File: src/rtl/rr_grant_ctrl_pkg.sv
// Shared types and default sizing for the round-robin grant controller.
package rr_grant_ctrl_pkg;

  // Arbiter FSM encoding.
  typedef enum logic {
    IDLE  = 1'b0,
    GRANT = 1'b1
  } state_e;

  localparam int N_DEF        = 4;
  localparam int IDXW_DEF     = 2;
  localparam int MAX_HOLD_DEF = 8;

endpackage

File: src/rtl/rr_grant_ctrl_if.sv
// Request/grant bundle between requesters and the round-robin controller.
//
// Handshake: req[i] is a level request held by requester i for as long as it
// wants the resource. grant is a registered one-hot level; grant_valid
// qualifies grant and grant_idx, and there is no backpressure on the grant
// side. preempt is a single-cycle pulse that marks a grant revoked by timeout.
// state exposes the arbiter FSM for observation.
interface rr_grant_ctrl_if #(
  parameter int N    = rr_grant_ctrl_pkg::N_DEF,
  parameter int IDXW = rr_grant_ctrl_pkg::IDXW_DEF
) ();
  import rr_grant_ctrl_pkg::*;

  logic            en;
  logic [N-1:0]    req;
  logic [N-1:0]    grant;
  logic [IDXW-1:0] grant_idx;
  logic            grant_valid;
  logic            preempt;
  state_e          state;

  // Requester side: drives requests and enable, observes grants.
  modport master (
    output en, req,
    input  grant, grant_idx, grant_valid, preempt, state
  );

  // Arbiter side.
  modport slave (
    input  en, req,
    output grant, grant_idx, grant_valid, preempt, state
  );
endinterface

File: src/rtl/rr_grant_ctrl_onehot_dec.sv
// Binary-to-one-hot decoder; output is all zeros while EN is low.
module onehot_dec #(
  parameter int N    = 4,
  parameter int IDXW = 2
) (
  input  logic [IDXW-1:0] x,
  input  logic            EN,
  output logic [N-1:0]    y
);

  // Set the single bit selected by x when enabled.
  always_comb begin
    y = '0;
    if (EN) y[x] = 1'b1;
  end

endmodule

File: src/rtl/rr_grant_ctrl.sv
// Round-robin arbiter: one registered one-hot grant among N requesters, with
// release-driven rotation and a hold timeout that preempts a long owner only
// when someone else is waiting.
module rr_grant_ctrl
  import rr_grant_ctrl_pkg::*;
#(
  parameter int N        = N_DEF,
  parameter int IDXW     = IDXW_DEF,
  parameter int MAX_HOLD = MAX_HOLD_DEF
) (
  input logic             clk,
  input logic             rst_n,
  rr_grant_ctrl_if.slave  bus
);

  localparam int HOLDW = (MAX_HOLD > 1) ? $clog2(MAX_HOLD) : 1;
  localparam logic [HOLDW-1:0] HOLD_MAX = HOLDW'(MAX_HOLD - 1);

  state_e            state_q, state_d;
  logic [IDXW-1:0]   ptr_q, ptr_d;
  logic [IDXW-1:0]   idx_q, next_idx;
  logic [HOLDW-1:0]  hold_q, hold_d;
  logic [N-1:0]      grant_q, next_grant;
  logic              preempt_q, preempt_d;
  logic              next_valid;

  logic [IDXW-1:0]   o_next;
  logic [N-1:0]      others;
  logic [IDXW:0]     idle_scan;
  logic [IDXW:0]     rot_scan;

  // Cyclic first-set scan starting at 'start'; returns {found, index}.
  function automatic logic [IDXW:0] scan(input logic [N-1:0] mask,
                                         input logic [IDXW-1:0] start);
    logic            found;
    logic [IDXW-1:0] win;
    logic [IDXW-1:0] cand;
    found = 1'b0;
    win   = start;
    for (int i = 0; i < N; i++) begin
      cand = start + IDXW'(i);
      if (!found && mask[cand]) begin
        found = 1'b1;
        win   = cand;
      end
    end
    return {found, win};
  endfunction

  // In GRANT, grant_q is one-hot at the owner, so this masks the owner out.
  assign others    = bus.req & ~grant_q;
  assign o_next    = idx_q + IDXW'(1);
  assign idle_scan = scan(bus.req, ptr_q);
  assign rot_scan  = scan(others, o_next);

  // Next-state, next owner and hold-counter decisions.
  always_comb begin
    state_d    = state_q;
    ptr_d      = ptr_q;
    hold_d     = hold_q;
    next_idx   = idx_q;
    next_valid = 1'b0;
    preempt_d  = 1'b0;
    case (state_q)
      IDLE: begin
        if (bus.en && (|bus.req)) begin
          next_valid = 1'b1;
          next_idx   = idle_scan[IDXW-1:0];
          hold_d     = '0;
          state_d    = GRANT;
        end
      end
      GRANT: begin
        if (!bus.en) begin
          // Abort: drop the grant but keep the rotation point.
          state_d = IDLE;
          hold_d  = '0;
        end else if (!bus.req[idx_q]) begin
          // Release has priority over timeout; hand over with no dead cycle.
          ptr_d  = o_next;
          hold_d = '0;
          if (rot_scan[IDXW]) begin
            next_valid = 1'b1;
            next_idx   = rot_scan[IDXW-1:0];
          end else begin
            state_d = IDLE;
          end
        end else if ((hold_q == HOLD_MAX) && (|others)) begin
          ptr_d      = o_next;
          next_valid = 1'b1;
          next_idx   = rot_scan[IDXW-1:0];
          hold_d     = '0;
          preempt_d  = 1'b1;
        end else begin
          next_valid = 1'b1;
          if (hold_q != HOLD_MAX) hold_d = hold_q + HOLDW'(1);
        end
      end
      default: state_d = IDLE;
    endcase
  end

  onehot_dec #(.N(N), .IDXW(IDXW)) u_dec (
    .x  (next_idx),
    .EN (next_valid),
    .y  (next_grant)
  );

  // State, pointer, counter and grant output registers.
  always_ff @(posedge clk or negedge rst_n) begin
    if (!rst_n) begin
      state_q   <= IDLE;
      ptr_q     <= '0;
      idx_q     <= '0;
      hold_q    <= '0;
      grant_q   <= '0;
      preempt_q <= 1'b0;
    end else begin
      state_q   <= state_d;
      ptr_q     <= ptr_d;
      idx_q     <= next_idx;
      hold_q    <= hold_d;
      grant_q   <= next_grant;
      preempt_q <= preempt_d;
    end
  end

  assign bus.grant       = grant_q;
  assign bus.grant_valid = |grant_q;
  assign bus.grant_idx   = idx_q;
  assign bus.preempt     = preempt_q;
  assign bus.state       = state_q;

endmodule
File: src/flat_wrapper.sv
// flat-port wrapper written by rule: the top's interface ports become plain ports
module rr_grant_ctrl_flat import rr_grant_ctrl_pkg::*;
#(
  parameter int N        = N_DEF,
  parameter int IDXW     = IDXW_DEF,
  parameter int MAX_HOLD = MAX_HOLD_DEF
)
  (clk, rst_n, bus_en, bus_req, bus_grant, bus_grant_idx, bus_grant_valid, bus_preempt, bus_state);
  rr_grant_ctrl_if #(.N(N), .IDXW(IDXW)) bus_i ();
  input logic clk;
  input logic rst_n;
  input wire logic [$bits(bus_i.en)-1:0] bus_en;
  input wire logic [$bits(bus_i.req)-1:0] bus_req;
  output wire logic [$bits(bus_i.grant)-1:0] bus_grant;
  output wire logic [$bits(bus_i.grant_idx)-1:0] bus_grant_idx;
  output wire logic [$bits(bus_i.grant_valid)-1:0] bus_grant_valid;
  output wire logic [$bits(bus_i.preempt)-1:0] bus_preempt;
  output wire logic [$bits(bus_i.state)-1:0] bus_state;
  assign bus_i.en = bus_en;
  assign bus_i.req = bus_req;
  assign bus_grant = bus_i.grant;
  assign bus_grant_idx = bus_i.grant_idx;
  assign bus_grant_valid = bus_i.grant_valid;
  assign bus_preempt = bus_i.preempt;
  assign bus_state = bus_i.state;
  rr_grant_ctrl #(.N(N), .IDXW(IDXW), .MAX_HOLD(MAX_HOLD)) u_core (.clk(clk), .rst_n(rst_n), .bus(bus_i));
endmodule
File: config.mk
export PLATFORM = sky130hd
export DESIGN_NAME = rr_grant_ctrl_flat
export DESIGN_NICKNAME = d
export VERILOG_FILES = /design/src/rtl/rr_grant_ctrl_pkg.sv /design/src/rtl/rr_grant_ctrl_if.sv /design/src/rtl/rr_grant_ctrl_onehot_dec.sv /design/src/rtl/rr_grant_ctrl.sv /design/src/flat_wrapper.sv
export SDC_FILE = /design/constraint.sdc
export NUM_CORES = 1
export LEC_CHECK = 0
export CORE_MARGIN = 2
export CORE_UTILIZATION = 50
export DETAILED_ROUTE_END_ITERATION = 7
export PLACE_DENSITY = 0.84
export SKIP_LAST_GASP = 1
export SLEW_MARGIN = 20
export SYNTH_ARGS = -nofsm -noshare
export SYNTH_HDL_FRONTEND = slang
export SYNTH_HIERARCHICAL = 1
export SYNTH_SLANG_ARGS = --single-unit
File: constraint.sdc
create_clock -name clk -period 2.4 [get_ports clk]
set_input_delay 0.48 -clock clk [delete_from_list [all_inputs] [get_ports clk]]
set_output_delay 0.48 -clock clk [all_outputs]
set_load 0.02 [all_outputs]
==> impl_metrics.yaml <==
floorplan:
  die_h_um: 48.6
  core_area_sq_mm: 0.00192
  ios: 16
  die_area_sq_mm: 0.00236
  initial_core_util_pct: 51.7
  die_width_um: 48.6
  num_rows: 16
clock_tree:
  cts-root-buf: "clkbuf_4"
  cts_tree: "built"
  post_cts_buffers: 0
  cts_buffers: 3
  cts.sink_count: 13
  clock_latency_ns: 0.27
  clkTransAtPathRegs_ns: 0.07
  cts.path.max_buffers: 2
  postCtsHoldBufs: 0
  htreeDepth: 1
flow_run:
  cap_violations: 0
worst_setup_path:
  startpoint_type: "primary input"
  path_max_fanout: 5
  slowest_stage: "clkdlybuf4s50_1"
  critPathCaptureType: "register"
  critical_path_class: "in -> reg"
  critPathTopFamily: "simple AND/OR/NAND/NOR gates"
  worstPathCellList: "clkdlybuf4s50_1 > and2b_4 > or4_4 > o21ai_2 > o2111ai_4 > a311o_1 > and3_2 > and3b_1"
  cp.arrival_ns: 2.52
  critPathMaxStageDelay_ns: 0.44
  cp_num_buf_inv: 1
  required_ns: 2.57
layout:
  final_nets: 159
  drive_gt1_share_pct: 26.8
  final_cell_mix: "buf_4, clkdlybuf4s50_1, dfrtp_1"
  antennaDiodeCount: 0
  finish.utilization_pct: 71.3
  final_common_cell: "buf_4"
  area_growth_pct: 37.9
  fillers: 168
detailed_routing:
  wl_um: 2700
  antenna_left: 0
  drc: 0
  vias_per_cell: 6.11
  wire_per_inst_um: 15.3
  drt-initial-drc-count: 65
  first_pass_iters: 4
  via_count: 1076
yosys:
  syn_area_per_cell_sq_um: 8.71
  ys_warn_count: 6
  synthCells: 114
  async_flop_share_pct: 100
  synth-seq-cells: 13
  syn-num-nets: 123
  synth_edf_count: 0
  synth_flop_cell: "dfrtp_1"
  ys_seq_area_share_pct: 32.7
  syn_area_sq_um: 993
  synth_cell_types: 45
sta:
  worstMarginPinSlew_ns: 0.545
  hold_viol: 0
  fin_crit_ns: 2.36
  finClkSkew_ns: 0.00414
  setup_tns_ns: 0
  drv_slew: 0
  min_period_over_period_pct: 98.2
  setup_violations: 0
  holdWs_ns: 0.537
  max-slew-margin-rel_pct: 63.5
  setup_ws_ns: 0.0420
  max_freq_mhz: 424
run_status:
  status: "complete, no violations"
power_and_ir_drop:
  p_leak_nw: 0.594
  vdd_drop_max_mv: 0.979
  power_mw: 1.39
  p_per_area_mw_per_mm2: 1020
hold_path:
  hp-class: "reg -> reg"
placed_design:
  portBuffers: 15
  hpwlAfterDp_um: 2060
  place.gp.congestion: 0.900
  place_ws_ns: -0.369
global_route:
  grt-ovfl-total: 0
  grt_max_degree: 17
  grt_pass1_vias: 1002
  grt_pass1_wl_um: 4400
  grt.total_usage_pct: 23.8
  antenna_found_initial: 0
==> cell type report <==
type                            count  area [sq um]  share of cell area [%]
Clock buffer                        4          26.3                    1.92
Inverter                            5          18.8                    1.37
Multi-Input combinational cell     90           652                    47.6
Sequential cell                    13           325                    23.7
Tap cell                           27          33.8                    2.47
Timing Repair Buffer               37           314                    22.9
==> what timing repair did <==
item                       4_1_cts  5_1_grt
setup endpoints to repair        4        4
resized for setup                1        6
pin swaps                        0        2
==> routing by layer <==
metal  track usage (%)  vias up  wire, um
li1                  -      502         -
met1              29.9      506      1040
met3              3.40        8       220
met5                 0        -         0
met4              11.0        0        57
met2              40.5       60      1380
==> cells by family (layout without fill, tap and decap cells) <==
family | count (synthesis) | in the layout | synth area share [%]
buf+inv | 11 | 46 | 4.41
mux | 3 | 3 | 4.41
fa+ha+maj | 2 | 2 | 2.52
simple gates | 51 | 51 | 30.4
compound gates | 32 | 32 | 23.8
xor+xnor | 2 | 2 | 1.76
flops | 13 | 13 | 32.7
==> registers in the layout, indices dropped and copies added, names as in the netlist <==
register and cells:
u_core/bus.grant 4, u_core/bus.grant_idx 2, u_core/bus.preempt 1, u_core/bus.state 1, u_core/hold_q 3, u_core/ptr_q 2
==> synthesized netlist by cell type, types with 2 or more instances <==
library cell	n	area (sq um)
dfrtp_1	13	325
nand2_1	11	41.3
nand2b_1	7	43.8
nor3_1	6	30.0
a21oi_1	5	25.0
inv_1	5	18.8
o21ai_0	5	25.0
clkbuf_1	4	15.0
nand3_1	4	20.0
nor2_1	4	15.0
nor2b_1	4	25.0
a31oi_1	3	18.8
and3_1	3	18.8
o21ai_1	3	15.0
a211oi_1	2	15.0
and3b_1	2	17.5
buf_2	2	10.0
ha_1	2	25.0
o22ai_1	2	12.5
or4_1	2	15.0
==> final timing paths <==
| check | start | end | slack, ns | cells past startpoint |
|---|---|---|---|---|
| setup / recovery | bus_req[2] | u_core/bus.grant[1] | 0.04 | 8 |
| hold / removal | u_core/hold_q[2] | u_core/hold_q[2] | 0.54 | 2 |
| setup reg to reg | u_core/bus.grant[2] | u_core/bus.grant[1] | 0.17 | 7 |
| hold reg to reg | u_core/hold_q[2] | u_core/hold_q[2] | 0.54 | 2 |
| max in group asynchronous | rst_n | u_core/bus.grant_idx[1] | 1.48 | 1 |
| min in group asynchronous | rst_n | u_core/bus.preempt | 0.55 | 1 |
==> power breakdown <==
part / switching, mW / internal, mW / leakage, nW
logic: 0.444 / 0.431 / 0.413
clock network: 0.0661 / 0.0645 / 0.0150
registers: 0.108 / 0.280 / 0.166
==> worst register-to-register path, stage by stage, from the launching register on <==
cell and delay, ns:
dfrtp_1 0.48, and2b_4 0.23, or4_4 0.41, o21ai_2 0.10, o2111ai_4 0.17, a311o_1 0.31
and3_2 0.25, and3b_1 0.18
==> per-stage QoR <==
step / std cells / instance area (sq um)
after global placement: 172 / 1320
final: 176 / 1370
after global routing: 176 / 1370
after floorplan: 114 / 993
after CTS: 176 / 1340
after detailed placement: 172 / 1320
Note: power is estimated with default switching activity, not from simulation.
